`src/rtl/booth_mult_seq.sv`:
```
// booth_mult_seq: sequential radix-2 Booth multiplier for signed or unsigned operands.
// Operands are widened to WIDTH+1 bits so one datapath covers both signednesses.
// The block runs WIDTH+1 Booth steps, then holds the product until it is acknowledged.
// Optional feature: define BOOTH_EARLY_TERM_EN to finish early once the remaining
// multiplier bits can only produce shifts.
//
// Handshake: the block accepts start only while in_ready=1 (IDLE), on that clock edge.
// The result is offered while valid=1 (DONE). Z and valid stay stable until an edge
// with ack=1, which returns the block to IDLE. start is ignored outside IDLE.
// ack is ignored outside DONE.
module booth_mult_seq #(
   parameter int WIDTH = 16
) (
   input  logic               clk,
   input  logic               rst,
   input  logic               start,
   input  logic               is_signed,
   input  logic [WIDTH-1:0]   Q,
   input  logic [WIDTH-1:0]   M,
   output logic               in_ready,
   output logic               busy,
   output logic [2*WIDTH-1:0] Z,
   output logic               valid,
   input  logic               ack,
   output logic [1:0]         dbg_state_o
);

   localparam int CW = $clog2(WIDTH + 2);

   typedef enum logic [1:0] {
      S_IDLE = 2'd0,
      S_RUN  = 2'd1,
      S_DONE = 2'd2
   } state_t;

   state_t               state_q, state_d;
   logic [WIDTH:0]       a_q, a_d;
   logic [WIDTH:0]       qr_q, qr_d;
   logic                 q1_q, q1_d;
   logic [WIDTH:0]       m_q, m_d;
   logic [CW-1:0]        cnt_q, cnt_d;
   logic [2*WIDTH-1:0]   z_q, z_d;

   // Booth add/subtract result and the arithmetically shifted {A,Q}.
   logic [WIDTH:0]       sum;
   logic [2*WIDTH+1:0]   step_cat;

`ifdef BOOTH_EARLY_TERM_EN
   logic                        et_hit;
   logic signed [2*WIDTH+1:0]   et_shift;
`endif

   // State and datapath registers; reset clears everything so no stale result survives.
   always_ff @(posedge clk or posedge rst) begin
      if (rst) begin
         state_q <= S_IDLE;
         a_q     <= '0;
         qr_q    <= '0;
         q1_q    <= 1'b0;
         m_q     <= '0;
         cnt_q   <= '0;
         z_q     <= '0;
      end else begin
         state_q <= state_d;
         a_q     <= a_d;
         qr_q    <= qr_d;
         q1_q    <= q1_d;
         m_q     <= m_d;
         cnt_q   <= cnt_d;
         z_q     <= z_d;
      end
   end

   // One Booth step: conditional add/subtract of M, then an arithmetic shift of {A,Q}.
   always_comb begin
      sum = a_q;
      case ({qr_q[0], q1_q})
         2'b01:   sum = a_q + m_q;
         2'b10:   sum = a_q - m_q;
         default: sum = a_q;
      endcase
      step_cat = {sum[WIDTH], sum, qr_q[WIDTH:1]};
   end

`ifdef BOOTH_EARLY_TERM_EN
   // Early exit when the unprocessed multiplier bits and q_1 all agree: only shifts remain.
   always_comb begin
      et_hit = 1'b1;
      for (int i = 0; i <= WIDTH; i++) begin
         if ((i <= WIDTH - int'(cnt_q)) && (qr_q[i] != q1_q)) et_hit = 1'b0;
      end
      et_shift = $signed({a_q, qr_q}) >>> (WIDTH + 1 - int'(cnt_q));
   end
`endif

   // Next-state and datapath control for IDLE -> RUN -> DONE.
   always_comb begin
      state_d = state_q;
      a_d     = a_q;
      qr_d    = qr_q;
      q1_d    = q1_q;
      m_d     = m_q;
      cnt_d   = cnt_q;
      z_d     = z_q;
      case (state_q)
         S_IDLE: begin
            if (start) begin
               m_d     = {is_signed & M[WIDTH-1], M};
               qr_d    = {is_signed & Q[WIDTH-1], Q};
               a_d     = '0;
               q1_d    = 1'b0;
               cnt_d   = '0;
               state_d = S_RUN;
            end
         end
         S_RUN: begin
`ifdef BOOTH_EARLY_TERM_EN
            if (et_hit) begin
               a_d     = et_shift[2*WIDTH+1:WIDTH+1];
               qr_d    = et_shift[WIDTH:0];
               cnt_d   = CW'(WIDTH + 1);
               z_d     = et_shift[2*WIDTH-1:0];
               state_d = S_DONE;
            end else begin
`endif
               a_d   = step_cat[2*WIDTH+1:WIDTH+1];
               qr_d  = step_cat[WIDTH:0];
               q1_d  = qr_q[0];
               cnt_d = cnt_q + 1'b1;
               if (cnt_q == CW'(WIDTH)) begin
                  z_d     = step_cat[2*WIDTH-1:0];
                  state_d = S_DONE;
               end
`ifdef BOOTH_EARLY_TERM_EN
            end
`endif
         end
         S_DONE: begin
            if (ack) state_d = S_IDLE;
         end
         default: state_d = S_IDLE;
      endcase
   end

   assign in_ready    = (state_q == S_IDLE);
   assign busy        = (state_q == S_RUN);
   assign valid       = (state_q == S_DONE);
   assign Z           = z_q;
   assign dbg_state_o = state_q;

endmodule

```
`config.mk`:
```
export PLATFORM = sky130hd
export DESIGN_NAME = booth_mult_seq
export DESIGN_NICKNAME = d
export VERILOG_FILES = /design/src/rtl/booth_mult_seq.sv
export SDC_FILE = /design/constraint.sdc
export NUM_CORES = 1
export LEC_CHECK = 0
export ABC_AREA = 0
export BUFFER_PORTS_ARGS = -buffer_cell sky130_fd_sc_hd__buf_2
export CAP_MARGIN = 20
export CORE_AREA = 2 2 94 96
export DETAILED_ROUTE_END_ITERATION = 16
export DIE_AREA = 0 0 96 98
export GPL_ROUTABILITY_DRIVEN = 0
export GPL_TIMING_DRIVEN = 0
export PLACE_DENSITY_LB_ADDON = 0.25
export SYNTH_ARGS = -nofsm -noshare
export SYNTH_HDL_FRONTEND = slang
export SYNTH_SLANG_ARGS = --single-unit
```
`constraint.sdc`:
```
create_clock -name clk -period 6.2 [get_ports clk]
set_clock_uncertainty 0.15 [all_clocks]
set_input_delay 1.24 -clock clk [delete_from_list [all_inputs] [get_ports clk]]
set_output_delay 1.24 -clock clk [all_outputs]
set_load 0.02 [all_outputs]
```
==> results of run 1 <==
## placed cells by master (no fill, tap or decap), types with 5 or more instances in the layout
| cell type | synthesis | layout |
|---|---|---|
| xor2_1 | 8 | 8 |
| nand3_1 | 19 | 19 |
| xnor2_1 | 21 | 21 |
| a21oi_1 | 27 | 27 |
| clkbuf_8 | 0 | 9 |
| inv_1 | 16 | 15 |
| nand2_1 | 157 | 157 |
| ha_1 | 20 | 20 |
| buf_1 | 5 | 5 |
| dfrtp_1 | 90 | 90 |
| nor2_1 | 46 | 46 |
| o21ai_0 | 46 | 46 |
| nand2b_1 | 8 | 8 |
| clkbuf_1 | 25 | 26 |
| a31oi_1 | 22 | 22 |
| mux2i_1 | 8 | 8 |
| a21o_1 | 6 | 6 |
| buf_2 | 0 | 73 |
## cell families after synthesis
| logic type | share of synthesized area [%] |
|---|---|
| and+or+nand+nor | 21.7 |
| AOI/OAI and AO/OA | 15.6 |
| DFF | 46.1 |
| buffers and inverters | 3.53 |
| xor gates and xnor gates | 5.20 |
| adders and majority gates | 5.53 |
| muxes | 2.33 |
## per-layer routing
| metal | wire (um) | share of wire (%) | up-vias |
|---|---|---|---|
| met5 | 0 | 0 | - |
| met4 | 291 | 2.4 | 0 |
| met3 | 824 | 6.9 | 25 |
| met2 | 5710 | 48 | 170 |
| met1 | 5180 | 43 | 2036 |
| li1 | - | - | 2116 |
## critical path: stages, from the launching register on
cell and delay [ns]:
dfrtp_1 0.37, inv_1 0.08, ha_1 0.19, clkbuf_1 0.30
clkbuf_1 0.38, nor2_1 0.11, xnor2_1 0.14, ha_1 0.36
a21o_1 0.20, a21oi_1 0.27, a21oi_1 0.11, a211oi_1 0.50
mux2i_1 0.18, nor4_1 0.27, nor3_1 0.09
## layout make-up
class | count | area share (%)
multi-input cells | 437 | 43.6
flip-flops and latches | 90 | 39.9
repair buffers | 74 | 6.96
well taps | 108 | 2.39
clock buffers | 10 | 2.26
plain buffers | 30 | 2.00
clock inverters | 6 | 1.73
inverters | 16 | 1.11
## metrics by stage
stage               cell area, um2  utilization (%)  instances
floorplan                     4890                -        573
global placement              5390             63.6        754
detailed placement            5420             64.0        755
CTS                           5640             66.7        771
global route                  5640             66.7        771
finish                        5640             66.7        771
## final timing paths
path | startpoint | to | depth (start not counted)
min | Z[1] | Z[1] | 2
max | q1_q | a_q[12] | 14
max reg2reg | q1_q | a_q[12] | 14
max in group asynchronous | rst | a_q[11] | 3
min reg2reg | Z[1] | Z[1] | 2
min in group asynchronous | rst | cnt_q[2] | 2
## flip-flops by register name (all words and copies together), names as in the netlist
register,cells
dbg_state_o,2
qr_q,17
Z,32
a_q,16
cnt_q,5
q1_q,1
m_q,17
==> metrics, run 1 <==
largest fanout on the critical path 10; Clock Path Buffers 2; Post-synth top cells 157 x nand2_1, 90 x dfrtp_1, 46 x nor2_1, 46 x o21ai_0, 27 x a21oi_1; pin count of the biggest net entering global routing 62; clk_lat worst skew 0.37 ns; met2 GRT Util 43.2%; Final WS setup approximately 2.4 ns; GRT Total Usage 26.8%; Reg area 2250 um2; Yosys reg bits 90; 1st-pass router iterations 6; Via density 5.64; Fill cells ~730; area of the mapped netlist 4890 um2; post-route minimum period 3.83 ns; gr busiest metal met2; initial antenna violation count 0; # diodes 0; Final nets 716; Vias 4347; Hold Crit Class register to register; WL/cell 15.6 um; number of global-route vias before repair 4244; first-pass GRT wire length roughly 20 mm; Syn Area/Cell 8.53 um2; Setup crit end kind register; CTS clk-pin slew, worst paths 0.10 ns; footprint of the multi-input gates roughly 2500 um2; final WL 12.0 mm; CP arrival 3.93 ns; count leader, synth nand2_1; outcome finished, final reports clean; FF-to-FF setup slack 2.37 ns; CP required 6.30 ns; startpoint types register; Residual DRC 0; TritonCTS clock tree yes; # rows 34; Die ar. 9410 um2; layout cell share with drive strength beyond 1 14.8%; met3 Track Usage GR under 10%; asr flop ratio synth 100%; Final ANT Viol Nets 0; Synth top area share 46.1%; final worst path period share around three fifths; top cells by area, synth dfrtp_1 46%, nand2_1 12%, ha_1 5.1%; total core area 8470 um2; Pins Over Slew Limit 0; IO Pins 74; clk root buf clkbuf_8; largest area contributor in the netlist dfrtp_1; Syn Nets 631; I/O Buffers 73; WHS about 0.33 ns; Max-cap violations 0; Peak Freq 0.261 GHz; RSZ-0062 raised after global routing no; WS Path Type register to register; CTS Hold Bufs 0; Post-Syn Instances 573; GRT Residual Overflow 0; DP Worst Slack between 2 and 2.5 ns; Post-CTS Setup Repair Bufs 0; Post-CTS Resized 0; Post-synth top flop dfrtp_1; number of flops mapped to enable cells by yosys 0; synthesis-to-finish area growth 15.5%; Worst Tran Pin Value 0.610 ns; met1 Use GR 35.6%; post-DP HPWL 8.95 mm; CTS Buf Count 9; htree depth 3; Warnings, synthesis 0; final setup vio count 0; Sink Count 90; setup TNS 0 ns; starting DRC count in detailed routing 232; initial core utilization 57.7%; Yosys cell types 51; final hold vios 0; Chip Height 98 um; Seq/Total Area, Yosys between 40% and 50%; Die W 96 um; Relative slew margins 59.3%
Power of run 1 is not shown: default switching activity piles up to over one toggle a cycle in this logic, so the estimate is an artifact.
==> run 2, diff against run 1 <==
- CORE_AREA: 2 2 94 96 -> 2 2 96 98
- DIE_AREA: 0 0 96 98 -> 0 0 98 100
- clock period: 6.2 -> 3.62 ns (I/O delays scaled with it)
==> run 2 against run 1 <==
  * Maximum frequency increased by 13%
  * Non-clock buffer count decreased by 2
  * Setup slack got worse by 2.2 ns
  * Register-to-register slack worse by 2.2 ns
  * Sequential share of layout area increased by 0.080 points
  * Via count fell by 2.6%
  * Critical path depth is 1 lower
  * Routed wire length down 2.4%
  * Highest routed layer unchanged
  * Cell count unchanged
  * Global-route usage down 1.9 points
  * Design area shrank 0.20%
  * Die area is 4.2% higher
==> metrics, run 2 (synthesized netlist as in run 1, its figures left out) <==
CP required 3.71 ns (was 6.30 ns); Setup crit end kind register (unchanged); routed wl met3 782 um (was 824 um); critical-path cell list nor3_2, and4b_1, a21oi_1, xnor2_1, ha_1, clkbuf_1, nand2_1, o21ai_0, a21o_1, a21oi_4, xnor2_1, o311ai_1, o41ai_1 (was inv_1, ha_1, clkbuf_1, clkbuf_1, nor2_1, xnor2_1, ha_1, a21o_1, a21oi_1, a21oi_1, a211oi_1, mux2i_1, nor4_1, nor3_1); CTS Buf Count 9 (unchanged); Final nets 714 (was 716); first-pass GRT wire length 19.5 mm (was 19.8 mm); Vias 4235 (was 4347); top sig layer met4 (unchanged); Sink Count 90 (unchanged); final worst path period share 93.9% (was 61.7%); Pins Over Slew Limit 0 (unchanged); post-route minimum period 3.40 ns (was 3.83 ns); IO Pins 74 (unchanged); Final WS setup 0.220 ns (was 2.37 ns); Residual DRC 0 (unchanged); I/O Buffers 73 (unchanged); Die W 98 um (was 96 um); clk root buf clkbuf_8 (unchanged); total core area 8890 um2 (was 8470 um2); WL/cell 15.2 um (was 15.6 um); Worst Tran Pin Value 0.619 ns (was 0.610 ns); Chip Height 100 um (was 98 um); startpoint types register (unchanged); setup TNS 0 ns (unchanged); # diodes 0 (unchanged); cell mode on critical path xnor2_1; routed length on met2 5.47 mm (was 5.71 mm); outcome finished, final reports clean (unchanged); Final ANT Viol Nets 0 (unchanged); final setup vio count 0 (unchanged); TritonCTS clock tree yes (unchanged); 1st-pass router iterations 5 (was 6); number of global-route vias before repair 4050 (was 4244); Routed met1 length 5.22 mm (was 5.18 mm); largest fanout on the critical path 8 (was 10); Hold Crit Class input pin to async pin (was register to register); CP arrival 3.49 ns (was 3.93 ns); footprint of the multi-input gates 2480 um2 (was 2460 um2); CP max stage delay 0.43 ns (was 0.50 ns); Reg area 2250 um2 (unchanged); pin count of the biggest net entering global routing 61 (was 62); final WL 11.7 mm (was 12.0 mm); final hold vios 0 (unchanged); # rows 35 (was 34); GRT Residual Overflow 0 (unchanged); starting DRC count in detailed routing 205 (was 232); initial antenna violation count 0 (unchanged); RSZ-0062 raised after global routing yes (was no); initial core utilization 55.0% (was 57.7%); clk_lat worst skew 0.37 ns (about the same); DP Worst Slack -0.119 ns (was 2.48 ns); Peak Freq 0.294 GHz (was 0.261 GHz); CTS clk-pin slew, worst paths 0.10 ns (about the same); Via density 5.49 (was 5.64); Relative slew margins 58.7% (was 59.3%); post-DP HPWL 8.76 mm (was 8.95 mm); WHS 0.191 ns (was 0.327 ns); slowest CP cell dfrtp_1 (was a211oi_1); most frequent cells in the layout 157 x nand2_1, 90 x dfrtp_1, 74 x buf_2, 46 x o21ai_0, 45 x nor2_1 (was 157 x nand2_1, 90 x dfrtp_1, 73 x buf_2, 46 x nor2_1, 46 x o21ai_0); GRT Total Usage 24.9% (was 26.8%); Max-cap violations 0 (unchanged); htree depth 3 (unchanged); Clock Path Buffers 2 (unchanged); Fill cells 788 (was 725); WS Path Type register to register (unchanged); most common cell after layout, fill and taps aside nand2_1 (unchanged); Worst Reg2Reg Path Length in Cells 13 (was 14); max reg flops 32 (unchanged); layout cell share with drive strength beyond 1 15.8% (was 14.8%); Die ar. 9800 um2 (was 9410 um2); synthesis-to-finish area growth 15.2% (was 15.5%)
-- run 2: cell count changes in the layout (fill, tap and decap cells not counted), sizes merged --
cell / change
clkinvlp: +1
buf: +1
inv: +1
clkbuf: -4
clkinv: -1
bufinv: -1
-- run 2: path summary, 6_finish.rpt --
kind | start | to | slack (ns)
worst min register to register | Z[7] | Z[7] | 0.32
worst max-delay path | m_q[3] | a_q[15] | 0.22
worst max register to register | m_q[3] | a_q[15] | 0.22
max in group asynchronous | rst | qr_q[7] | 2.51
min in group clk | Z[7] | Z[7] | 0.32
worst min-delay path | rst | cnt_q[4] | 0.19
-- run 2: cell type report --
cell class,count,area share [%]
clock buffer,9,2.20
multi-input combinational,437,44.1
inverter,16,1.11
sequential,90,40.0
buffer,28,1.89
clock inverter,6,1.29
tap,111,2.47
timing repair buffer,74,6.98
-- run 2: per-layer routing --
layer | vias up | global-route usage, %
li1 | 2104 | -
met1 | 1951 | 33.3
met2 | 161 | 41.3
met3 | 19 | 4.94
met4 | 0 | 7.80
met5 | - | 0
-- run 2: per-stage QoR --
step	instances	util [%]	instance area [um2]
detailed placement	758	61.0	5420
floorplan	573	-	4890
global route	771	63.3	5630
global placement	757	60.6	5390
finish	771	63.3	5630
CTS	772	63.2	5620
-- run 2: what timing repair did --
| item | CTS | global route |
|---|---|---|
| setup buffers | 0 | 0 |
| setup endpoints to repair | 11 | 18 |
| resized for setup | 1 | 7 |
| hold buffers | 0 | 0 |
| pin swaps | 0 | 0 |
-- run 2: worst max-delay path: cells and delay by family, from the launching register on --
kind	cells	cell delay, ns
AOI/OAI and AO/OA	6	1.05
xor gates and xnor gates	2	0.29
buffers and inverters	1	0.30
DFF	1	0.43
adders and majority gates	1	0.27
and+or+nand+nor	3	0.79
Power of run 2 is left out for the same reason.
==> run 3, diff against run 2 <==
- CORE_AREA: 2 2 96 98 -> 2 2 143 145
- DIE_AREA: 0 0 98 100 -> 0 0 145 147
- RECOVER_POWER: default -> 100
==> run 3 against run 2 <==
  * The flow now finishes with violations (max-capacitance violations, max-slew violations)
  * Non-clock buffer count stayed put
  * Design area is 3.9% higher
  * Via count is 2.5% lower
  * Maximum frequency is 0.75% higher
  * Die area is 120% higher
  * Sequential cell count stayed put
  * Critical path depth stayed put
  * Core utilization is 34 points lower
  * Cell count is 21% higher
  * Hold slack better by 0.13 ns
==> metrics, run 3 (synthesized netlist as in run 1, its figures left out) <==
Chip Height 147 um (was 100 um); post-DP HPWL 10.1 mm (was 8.76 mm); slowest CP cell o41a_4 (was dfrtp_1); most frequent cells in the layout 157 x nand2_1, 90 x dfrtp_1, 63 x clkbuf_1, 46 x o21ai_0, 45 x nor2_1 (was 157 x nand2_1, 90 x dfrtp_1, 74 x buf_2, 46 x o21ai_0, 45 x nor2_1); htree depth 3 (unchanged); Fill cells 2164 (was 788); post-route minimum period 3.37 ns (was 3.40 ns); number of global-route vias before repair 4046 (was 4050); FF-to-FF setup slack 0.25 ns (was 0.22 ns); Final nets 714 (unchanged); most common cell after layout, fill and taps aside nand2_1 (unchanged); CP arrival 3.46 ns (was 3.49 ns); Final ANT Viol Nets 0 (unchanged); GRT Total Usage 12.8% (was 24.9%); pin count of the biggest net entering global routing 49 (was 61); failing checks max-capacitance violations, max-slew violations; final WL 13.2 mm (was 11.7 mm); CTS Hold Bufs 0 (unchanged); total core area 19800 um2 (was 8890 um2); Die ar. 21300 um2 (was 9800 um2); CP bufs+invs 2 (was 1); CTS clk-pin slew, worst paths 0.07 ns (was 0.10 ns); placed instance count 917 (was 758); RSZ-0062 raised after global routing no (was yes); starting DRC count in detailed routing 210 (was 205); Die W 145 um (was 98 um); 1st-pass router iterations 4 (was 5); initial antenna violation count 0 (unchanged); GRT Residual Overflow 0 (unchanged); final hold vios 0 (unchanged); synthesis-to-finish area growth 19.8% (was 15.2%); max reg flops 32 (unchanged); Via density 4.44 (was 5.49); CP max stage delay 0.49 ns (was 0.43 ns); footprint of the multi-input gates 2480 um2 (about the same); initial core utilization 24.6% (was 55.0%); Pins Over Slew Limit 44 (was 0); IO Pins 74 (unchanged); Setup crit end kind register (unchanged); final worst path period share 93.2% (was 93.9%); WS Path Type register to register (unchanged); Residual DRC 0 (unchanged); clk root buf clkbuf_16 (was clkbuf_8); # diodes 0 (unchanged); Sink Count 90 (unchanged); I/O Buffers 73 (unchanged); Peak Freq 0.296 GHz (was 0.294 GHz); CP required 3.70 ns (was 3.71 ns); Post-DP Area 5620 um2 (was 5420 um2); Reg area 2250 um2 (unchanged); Clock Path Buffers 2 (unchanged); final setup vio count 0 (unchanged); CTS Buf Count 9 (unchanged); Hold Crit Class register to register (was input pin to async pin); clk_lat worst skew 0.36 ns (was 0.37 ns); Worst Tran Pin Value 1.90 ns (was 0.619 ns); startpoint types register (unchanged); layout cell share with drive strength beyond 1 9.98% (was 15.8%); # rows 52 (was 35); first-pass GRT wire length 21.5 mm (was 19.5 mm); TritonCTS clock tree yes (unchanged); Max-cap violations 1 (was 0); Vias 4131 (was 4235); cell mode on critical path xnor2_1 (unchanged); Relative slew margins -27.1% (was 58.7%); WL/cell 14.2 um (was 15.2 um); critical-path cell list inv_1, ha_2, buf_2, nor2_1, xnor2_1, ha_1, nor2b_1, o31a_1, o41a_4, a41oi_2, xnor2_1, mux2i_1, o21ai_0 (was nor3_2, and4b_1, a21oi_1, xnor2_1, ha_1, clkbuf_1, nand2_1, o21ai_0, a21o_1, a21oi_4, xnor2_1, o311ai_1, o41ai_1); post-route cell area 5850 um2 (was 5630 um2); Top delay family on crit path compound AO/OA/AOI/OAI gates (unchanged); largest fanout on the critical path 10 (was 8); Finished Layout Cells 931 (was 771); outcome finished, violations left (was finished, final reports clean)
[run 3: cell types whose count changed in the layout (fill, tap and decap cells not counted), sizes merged]
cell	previous run	this run
bufinv	1	0
clkbuf	31	74
buf	80	38
clkinvlp	1	2
[run 3: path summary, 6_finish.rpt]
path	startpoint	endpoint	cells past startpoint
max	q1_q	Z[28]	13
min	Z[4]	Z[4]	2
max reg2reg	q1_q	Z[28]	13
min reg2reg	Z[4]	Z[4]	2
max in group asynchronous	rst	qr_q[1]	3
min in group asynchronous	rst	Z[21]	2
[run 3: per-layer routing]
| layer | wire length (um) | up-vias | track usage (%) |
|---|---|---|---|
| li1 | - | 2123 | - |
| met1 | 6740 | 1901 | 18.0 |
| met2 | 5780 | 90 | 19.8 |
| met3 | 519 | 17 | 2.55 |
| met4 | 182 | 0 | 4.11 |
| met5 | 0 | - | 0 |
[run 3: worst min-delay path: stages (launching register included)]
cell and delay (ns):
dfrtp_1 0.34, nand2_1 0.05, nand2_1 0.05
[run 3: layout make-up]
class,count,share of cell area (%)
inverters,16,1.05
flip-flops and latches,90,38.5
clock buffers,10,4.08
plain buffers,28,1.82
well taps,270,5.77
multi-input cells,437,42.3
clock inverters,6,0.962
repair buffers,74,5.52
[run 3: timing repair]
action | 4_1_cts | 5_1_grt
setup buffers | 0 | 0
setup endpoints to repair | 15 | 15
resized for setup | 2 | 8
gates cloned | 0 | 0
[run 3: per-stage QoR]
step	hold WS, ns	worst slack, ns	utilization (%)	setup TNS, ns
global placement	0.307	-0.894	28.2	-81.01
global route	0.363	0.00279	29.5	0
detailed placement	0.310	-0.155	28.3	-1.14
CTS	0.303	0.00102	29.8	0
floorplan	0.309	0.367	-	0
finish	0.324	0.246	29.5	0
Power of run 3 is left out for the same reason.
